File: src/rtl/led_frame_buffer_pkg.sv
`default_nettype none
// ============================================================================
//  Module      : led_frame_buffer_pkg
//  Description : Shared types and constants for the double-buffered LED frame
//                store (state encoding, pixel width, address-width helper).
//  Revision    : 1.0
// ============================================================================
package led_frame_buffer_pkg;

    localparam int PIXEL_W = 24;

    typedef enum logic [1:0] {
        ST_CLEAR   = 2'd0,
        ST_IDLE    = 2'd1,
        ST_PENDING = 2'd2
    } state_t;

    // ceil(log2(n)) with a floor of one bit so a single-LED chain still has an address
    function automatic int clog2_min1(input int n);
        int r;
        r = 0;
        while ((1 << r) < n) begin
            r = r + 1;
        end
        return (r < 1) ? 1 : r;
    endfunction

endpackage
`default_nettype wire

File: src/rtl/led_bank_ram.sv
`default_nettype none
// ============================================================================
//  Module      : led_bank_ram
//  Description : One pixel bank: single write port, registered read port.
//  Revision    : 1.0
// ============================================================================
module led_bank_ram #(
    parameter int DEPTH = 6,
    parameter int AW    = 3,
    parameter int DW    = 24
) (
    input  logic          clk,
    input  logic          reset,
    input  logic          wr_en,
    input  logic [AW-1:0] wr_addr,
    input  logic [DW-1:0] wr_data,
    input  logic          rd_en,
    input  logic [AW-1:0] rd_addr,
    output logic [DW-1:0] rd_data
);

    localparam logic [AW:0] c_depth = (AW+1)'(DEPTH);

    logic [DW-1:0] r_mem [DEPTH];

    logic w_wr_in_range;
    logic w_rd_in_range;

    assign w_wr_in_range = ({1'b0, wr_addr} < c_depth);
    assign w_rd_in_range = ({1'b0, rd_addr} < c_depth);

    always_ff @(posedge clk) begin
        if (wr_en && w_wr_in_range) begin
            r_mem[wr_addr] <= wr_data;
        end
    end

    // Read-before-write: a same-edge write to this bank is not visible until the next read
    always_ff @(posedge clk) begin
        if (reset) begin
            rd_data <= '0;
        end else if (rd_en) begin
            rd_data <= w_rd_in_range ? r_mem[rd_addr] : '0;
        end
    end

endmodule
`default_nettype wire

File: src/rtl/led_frame_buffer.sv
`default_nettype none
// ============================================================================
//  Module      : led_frame_buffer
//  Description : Double-buffered LED pixel store; host fills the back bank,
//                commit swaps banks at the next start of frame.
//  Revision    : 1.0
// ============================================================================
module led_frame_buffer
    import led_frame_buffer_pkg::*;
#(
    parameter  int NUM_LEDS = 6,
    localparam int AW       = clog2_min1(NUM_LEDS)
) (
    input  logic          clk,
    input  logic          reset,
    input  logic          wr_valid,
    output logic          wr_ready,
    input  logic [AW-1:0] wr_addr,
    input  logic [7:0]    wr_red,
    input  logic [7:0]    wr_green,
    input  logic [7:0]    wr_blue,
    input  logic          commit,
    output logic          commit_pending,
    output logic          wr_error,
    output logic          frame_start,
    input  logic          data_request,
    input  logic [AW-1:0] address,
    output logic [7:0]    red_out,
    output logic [7:0]    green_out,
    output logic [7:0]    blue_out
);

    localparam logic [AW:0]   c_num_leds = (AW+1)'(NUM_LEDS);
    localparam logic [AW-1:0] c_last     = AW'(NUM_LEDS - 1);

    state_t        r_state;
    logic [AW-1:0] r_clr_addr;
    logic          r_fsel;
    logic          r_wr_ready;
    logic          r_commit_pending;
    logic          r_wr_error;
    logic          r_rd_bank;
    logic          r_rd_zero;

    logic               w_wr_fire;
    logic               w_wr_in_range;
    logic               w_rd_in_range;
    logic               w_frame_req;
    logic               w_swap;
    logic               w_front_next;
    logic [1:0]         w_we;
    logic [AW-1:0]      w_waddr;
    logic [PIXEL_W-1:0] w_wdata;
    logic [PIXEL_W-1:0] w_rd_data [2];

    assign w_wr_fire     = wr_valid && r_wr_ready;
    assign w_wr_in_range = ({1'b0, wr_addr} < c_num_leds);
    assign w_rd_in_range = ({1'b0, address} < c_num_leds);
    assign w_frame_req   = data_request && (address == '0);
    assign w_swap        = (r_state == ST_PENDING) && w_frame_req;
    // The swapping request is already served from the bank that becomes front
    assign w_front_next  = r_fsel ^ w_swap;

    always_comb begin
        w_we    = 2'b00;
        w_waddr = wr_addr;
        w_wdata = {wr_red, wr_green, wr_blue};
        if (r_state == ST_CLEAR) begin
            w_we    = 2'b11;
            w_waddr = r_clr_addr;
            w_wdata = '0;
        end else if (w_wr_fire && w_wr_in_range) begin
            w_we[~r_fsel] = 1'b1;
        end
    end

    for (genvar b = 0; b < 2; b++) begin : g_bank
        led_bank_ram #(
            .DEPTH (NUM_LEDS),
            .AW    (AW),
            .DW    (PIXEL_W)
        ) u_ram (
            .clk     (clk),
            .reset   (reset),
            .wr_en   (w_we[b]),
            .wr_addr (w_waddr),
            .wr_data (w_wdata),
            .rd_en   (data_request),
            .rd_addr (address),
            .rd_data (w_rd_data[b])
        );
    end

    always_ff @(posedge clk) begin
        if (reset) begin
            r_state          <= ST_CLEAR;
            r_clr_addr       <= '0;
            r_fsel           <= 1'b0;
            r_wr_ready       <= 1'b0;
            r_commit_pending <= 1'b0;
            r_wr_error       <= 1'b0;
            r_rd_bank        <= 1'b0;
            r_rd_zero        <= 1'b1;
        end else begin
            if (data_request) begin
                r_rd_bank <= w_front_next;
                r_rd_zero <= !w_rd_in_range || (r_state == ST_CLEAR);
            end
            if (w_wr_fire && !w_wr_in_range) begin
                r_wr_error <= 1'b1;
            end
            case (r_state)
                ST_CLEAR: begin
                    r_clr_addr <= r_clr_addr + 1'b1;
                    if (r_clr_addr == c_last) begin
                        r_clr_addr <= '0;
                        r_state    <= ST_IDLE;
                        r_wr_ready <= 1'b1;
                    end
                end
                ST_IDLE: begin
                    if (commit) begin
                        r_state          <= ST_PENDING;
                        r_wr_ready       <= 1'b0;
                        r_commit_pending <= 1'b1;
                    end
                end
                ST_PENDING: begin
                    if (w_frame_req) begin
                        r_fsel           <= ~r_fsel;
                        r_state          <= ST_IDLE;
                        r_wr_ready       <= 1'b1;
                        r_commit_pending <= 1'b0;
                    end
                end
                default: begin
                    r_state          <= ST_CLEAR;
                    r_clr_addr       <= '0;
                    r_wr_ready       <= 1'b0;
                    r_commit_pending <= 1'b0;
                end
            endcase
        end
    end

    assign wr_ready       = r_wr_ready;
    assign commit_pending = r_commit_pending;
    assign wr_error       = r_wr_error;
    assign frame_start    = !reset && w_frame_req;

    assign {red_out, green_out, blue_out} = r_rd_zero ? '0 : w_rd_data[r_rd_bank];

endmodule
`default_nettype wire

File: config.mk
export PLATFORM = sky130hd
export DESIGN_NAME = led_frame_buffer
export DESIGN_NICKNAME = d
export VERILOG_FILES = /design/src/rtl/led_frame_buffer_pkg.sv /design/src/rtl/led_bank_ram.sv /design/src/rtl/led_frame_buffer.sv
export SDC_FILE = /design/constraint.sdc
export NUM_CORES = 1
export LEC_CHECK = 0
export ABC_AREA = 1
export BUFFER_PORTS_ARGS = -buffer_cell sky130_fd_sc_hd__buf_2
export CAP_MARGIN = 5
export CORE_MARGIN = 2
export CORE_UTILIZATION = 40
export DETAILED_ROUTE_END_ITERATION = 10
export PLACE_DENSITY = 0.65
export SLEW_MARGIN = 20
export SYNTH_ARGS = -nofsm -noshare
export SYNTH_HDL_FRONTEND = slang
export SYNTH_HIERARCHICAL = 1
export SYNTH_SLANG_ARGS = --single-unit
File: constraint.sdc
create_clock -name clk -period 3.31 [get_ports clk]
set_input_delay 0.4965 -clock clk [delete_from_list [all_inputs] [get_ports clk]]
set_output_delay 0.4965 -clock clk [all_outputs]
set_load 0.02 [all_outputs]
# [After elaboration in Yosys (flattened, before gate mapping)]
# Memories as Yosys holds them, arrays and structs flattened.
# Cells that the tools add are included.
# Widths: inputs -> output; s select.
[word_totals] mem_bits_rw=288 latchBits=0 wordCells=77 register_bits=59 out_inout_bits=28 rom_bits=0 n_memories=2 input_bits=35
[mem_list] name="g_bank[0].u_ram.r_mem" words=6 width=24 rd=1 rd_clocked_by_memory_dff=0 wr=1 line_no="led_bank_ram.sv:24" text="logic [DW-1:0] r_mem [DEPTH];"
[mem_list] name="g_bank[1].u_ram.r_mem" words=6 width=24 rd=1 rd_clocked_by_memory_dff=0 wr=1 line_no="led_bank_ram.sv:24"
[classes] n_mul=0 reduce_logical=19 div_mod_pow=0 bitwise=4 order_cmp=6 n_mux=29 n_eq_ne=6 n_addsub=1 shifts=0
[op_table] cell="$mux 24" count=7
[op_table] cell="$mux 1" count=10
[op_table] cell="$mux 2" count=5
[op_table] cell="$logic_and 1x1->1" count=9
[op_table] cell="$lt 3x3->1 const B" count=3
[op_table] cell="$mux 3" count=2
[op_table] cell="$pmux 1 s3" count=2
[op_table] cell="$pmux 2 s3" count=1
[op_table] cell="$pmux 3 s2" count=1
[op_table] cell="$reduce_and 3->1" count=2
[op_table] cell="$ne 2x2->1 const B" count=2
[op_table] cell="$add 3x1->3 const B" count=1
[op_table] cell="$eq 3x3->1 const B" count=1
[op_table] cell="$logic_not 1->1" count=3
[op_table] cell="$logic_not 3->1" count=1
[op_table] cell="$eq 2x1->1 const B" count=1
[op_table] cell="$eq 2x2->1 const B" count=1
[op_table] cell="$ge 2x2->1 const B" count=1
[op_table] cell="$logic_not 2->1" count=1
[op_table] cell="$lt 1x2->1 const B" count=1
[op_table] cell="$ne 2x1->1 const B" count=1
[op_table] cell="$not 1->1" count=2
[op_table] cell="$not 1->2" count=1
[op_table] cell="$reduce_and 2->1" count=1
[op_table] cell="5 further kinds" count=5

# [Logic depth before layout (Yosys ltp)]
[depth] word_depth=10 depth_mapped=9 ltp_nobuf=8

# [Modules after synthesis]
# The synthesis kept the hierarchy.
[by_module_without_submodules] mod="led_bank_ram" seq_area_each_um2=4804.6 cells_per_inst=555 area_each_um2=6458.7 n_inst=2
[by_module_without_submodules] mod="led_frame_buffer" seq_area_each_um2=200.2 cells_per_inst=217 area_each_um2=1149.9 n_inst=1

# [Worst setup path before layout]
# OpenSTA, ideal clock, no wires.
[synth_path] kind="reg-to-reg" startpoint="register r_wr_ready, in the netlist wr_ready" endpoint="memory g_bank[0].u_ram.r_mem[2][0], enable pin" path_buffers=1 period_less_slack_ns=2.922 slack_ns=0.388 stages_incl_launch_ff=7 required_ns=2.905 setup_ns=0.405 arrival_ns=2.517 cell_sequence="dfxtp_1 > inv_1 > ha_1 > buf_2 > o21ai_0 > nand2_1 > nor2_1"
[synth_between] elab_chain_cells=7
[synth_rtl] element="from (decl)" line_no="led_frame_buffer.sv:39" text="logic r_wr_ready;"
[synth_rtl] element="from (signal assigned)" line_no="led_frame_buffer.sv:99" text="r_wr_ready <= 1'b0;"
[synth_rtl] element="from (signal assigned)" line_no="led_frame_buffer.sv:118" text="r_wr_ready <= 1'b1;"
[synth_rtl] element="from (signal assigned)" line_no="led_frame_buffer.sv:124" text="r_wr_ready <= 1'b0;"
[synth_rtl] element="$logic_and 1x1->1" line_no="led_frame_buffer.sv:56" text="assign w_wr_fire = wr_valid && r_wr_ready;"
[synth_rtl] element="$logic_and 1x1->1" line_no="led_frame_buffer.sv:72" text="end else if (w_wr_fire && w_wr_in_range) begin"
[synth_rtl] element="$mux 2" line_no="led_frame_buffer.sv:72"
[synth_rtl] element="$mux 2" line_no="led_frame_buffer.sv:68" text="if (r_state == ST_CLEAR) begin"
[synth_rtl] element="$logic_and 1x1->1" line_no="led_bank_ram.sv:33" text="if (wr_en && w_wr_in_range) begin"
[synth_rtl] element="$mux 1" line_no="led_bank_ram.sv:33"
[synth_rtl] element="$mux 1 (not written as such)" line_no="led_bank_ram.sv:34" text="r_mem[wr_addr] <= wr_data;"
[synth_rtl] element="to (decl)" line_no="led_bank_ram.sv:24"
# Every way passes these cells.

# [Worst setup path after layout]
[layout_path] startpoint="register r_wr_ready, in the netlist wr_ready" endpoint="memory g_bank[0].u_ram.r_mem[2][16], enable pin"
# Same word-level chain as after synthesis.

==> out/qor.csv <==
stage,metric,value,unit
outcome,outcome,"finished, final reports clean",
cts,tritoncts,built,
worst_setup_path,cp_slowest_stage_delay,0.67,ns
route,antenna_left,0,
worst_setup_path,critPathSlowestCell,nor2_4,
sta,tightest_slew,1.064,ns
power,vdd_drop_max,0.0004027,V
logic_synthesis,synth.distinct_cells,24,
sta,fmax,379.5,MHz
global_routing,antenna_found_initial,0,
worst_setup_path,path_buf_inv,1,
route,avgViaCountPerCell,5.105,
global_routing,grt_usage,0.1815,
power,pwr-share-comb,0.238,
floorplanning,rows,68,
cts,cts_hold_buffers,0,
floorplanning,die_area,36680,sq um
cts,cts_resized,0,
power,seq_power_share,0.507,
cts,clk_latency,0.51,ns
place,dp_hpwl,19870,um
global_routing,overflow,0,
floorplanning,die_y,191.5,um
power,clockPowerShare,0.255,
route,wire_per_inst,18.07,um
logic_synthesis,synth_nets,1366,
cts,root_buffer,clkbuf_16,
sta,rsz0062_at_grt,false,
global_routing,grt_max_degree,69,
worst_hold_path,hold_path_class,input port to flip-flop,
floorplanning,start_util,0.4062,
cells_and_area,area_growth,13.35,%
power,power.internal,9919,uW
cells_and_area,antenna_cells,0,
route,num_vias,9505,
sta,layout_min_cycle_time,2.635,ns
global_routing,grt_pass1_wl,50770,um
worst_setup_path,path_cells,inv_1 -> ha_1 -> o21ai_0 -> nand2_1 -> nor2_4,
cts,clock-sinks,346,
logic_synthesis,synthCells,1327,
cts,numCtsBuffers,34,
place,placed_area,14860,sq um
power,powerDensity,911.8,nW/um^2
worst_setup_path,r2r_start,wr_ready,
worst_setup_path,critPathCaptureType,flip-flop,
place,gp_congestion,0.8068,
sta,setup_viol,0,
logic_synthesis,avgSynthCellArea,10.60,sq um
worst_setup_path,r2r_end,g_bank[0].u_ram/r_mem[2][16],
floorplanning,core-area,34630,sq um
logic_synthesis,ys_seq_elements,346,
power,power.switching,4620,uW
job,drv_cap,0,
worst_hold_path,whs_path_depth,2,
sta,finalCritPeriodShare,0.7961,
logic_synthesis,syn_area,14070,sq um
cells_and_area,final_area,15950,sq um
worst_setup_path,crit_cells,5,
power,switching_share,0.3178,
sta,tns,0,ns
power,power_leakage,0.006055,uW
worst_setup_path,required,3.44,ns
worst_setup_path,path_class,flip-flop to flip-flop,
worst_setup_path,arrival,2.76,ns
place,dp.cells,1800,
logic_synthesis,ys_warn_count,6,
sta,skew,0.01526,ns
route,route.final.wire_length,33650,um
cts,h-tree-depth,2,
place,portBuffers,62,
cells_and_area,drive_gt1_frac,0.1201,
floorplanning,die_x,191.5,um
route,dr.pass1.iters,5,
worst_setup_path,start_kind,flip-flop,
worst_setup_path,crit_fanout,24,
cts,cts_setup_buffers,0,
global_routing,grt_pass1_vias,8942,
worst_setup_path,critPathTopFamily,simple AND/OR/NAND/NOR gates,
worst_setup_path,r2r_cells,5,
cells_and_area,nNetsFinal,1420,
worst_setup_path,startpoint,wr_ready,
power,totalPowerFinal,14540,uW
cells_and_area,final_cells,1862,
sta,slew_headroom,0.2878,
route,drc_errors,0,
worst_setup_path,reg2reg_slack,0.67,ns
cts,clk_pin_slew,0.06,ns
route,drtIter0Drc,799,
floorplanning,ios,63,
sta,final_max_slew_viol_count,0,
worst_setup_path,crit_path_end,g_bank[0].u_ram/r_mem[2][16],
logic_synthesis,seq_area_frac_synth,0.6973,
sta,hold_viol,0,
cts,clk_path_buf_depth,3,
## how the worst min path moves through the flow
stage | from | end | slack (ns)
after floorplan | g_bank[0].u_ram/rd_data[11] | g_bank[0].u_ram/rd_data[11] | 0.44
after global placement | wr_error | wr_error | 0.43
after detailed placement | wr_error | wr_error | 0.44
after CTS | reset | wr_error | 0.17
after global routing | reset | wr_error | 0.18
final | reset | wr_error | 0.18
## state kept, by name, summed over array words and instances, names as in the netlist
signal and cells:
g_bank.u_ram/r_mem 288, r_rd_zero 1, wr_ready 1, g_bank.u_ram/rd_data 48, r_clr_addr 3, wr_error 1, r_fsel 1, commit_pending 1
r_rd_bank 1, r_state 1
## cell usage in the layout, fill, tap and decap left out
| master | n |
|---|---|
| o21ai_4 | 1 |
| nor2_4 | 6 |
| nand2_1 | 509 |
| xor2_1 | 1 |
| inv_2 | 7 |
| nand2_2 | 3 |
| clkinv_2 | 9 |
| dfxtp_1 | 58 |
| clkinvlp_4 | 2 |
| nor2_1 | 28 |
| nand4_1 | 2 |
| a21oi_1 | 178 |
| o21a_1 | 1 |
| clkbuf_1 | 8 |
| o211ai_1 | 2 |
| buf_4 | 28 |
| buf_12 | 3 |
| clkinv_1 | 4 |
| edfxtp_1 | 288 |
| buf_2 | 60 |
| nand3_1 | 101 |
| clkbuf_16 | 39 |
| inv_1 | 49 |
| nand3b_1 | 1 |
| ha_1 | 4 |
| o21ai_0 | 4 |
| nor2_2 | 11 |
## power by group through the flow
stage / Combinational, uW / Clock (uW) / Sequential (uW)
final: 3450 / 3710 / 7380
after global routing: 3780 / 3930 / 7510
after CTS: 3500 / 3760 / 7380
after detailed placement: 3490 / 0 / 7470
after global placement: 3400 / 0 / 7420
after floorplan: 2020 / 0 / 7430
## cells by family (layout without fill, tap and decap cells)
logic type,Yosys count,count (layout),share of synthesized area
AOI/OAI and AO/OA,186,186,0.06751
xor gates and xnor gates,1,1,0.0006227
adders and majority gates,4,4,0.003558
buffers and inverters,129,209,0.04323
DFF,346,346,0.6973
and+or+nand+nor,661,661,0.1878
## layout make-up
cell class / instances / area (sq um)
clock inverters: 15 / 75.07
well taps: 455 / 569.3
flip-flops and latches: 346 / 9809
multi-input cells: 852 / 3705
clock buffers: 47 / 1006
inverters: 56 / 210.2
repair buffers: 91 / 570.5
fillers: 3087 / 18680
## layer usage
layer  GRT usage  up-vias  share of wire
li1            -     4596              -
met1      0.2357     4572           0.42
met2      0.3091      264           0.49
met3     0.02387       73          0.050
met4     0.07012        0          0.032
met5           0        -              0
## synth_stat cells, drive strengths merged
| cell type | n | area [sq um] |
|---|---|---|
| edfxtp | 288 | 8648 |
| a21oi | 178 | 890.9 |
| xor2 | 1 | 8.760 |
| o21a | 1 | 7.510 |
| o211ai | 2 | 15.01 |
| nand2 | 512 | 1929 |
| nand4 | 2 | 12.51 |
| nand3 | 101 | 505.5 |
| inv | 56 | 210.2 |
| ha | 4 | 50.05 |
| buf | 46 | 295.3 |
| clkbuf | 27 | 102.6 |
| nor2 | 45 | 186.4 |
| o21ai | 5 | 36.29 |
| nand3b | 1 | 7.510 |
| dfxtp | 58 | 1161 |
## stage by stage
stage	util	hold slack [ns]	setup WS (ns)
detailed placement	0.4293	0.4368	0.7067
finish	0.4605	0.1791	0.6750
CTS	0.4605	0.1657	0.6777
floorplan	-	0.4383	0.3883
global route	0.4605	0.1760	0.5334
global placement	0.4293	0.4320	0.7721
No activity file was read; power rests on OpenSTA's default activity.
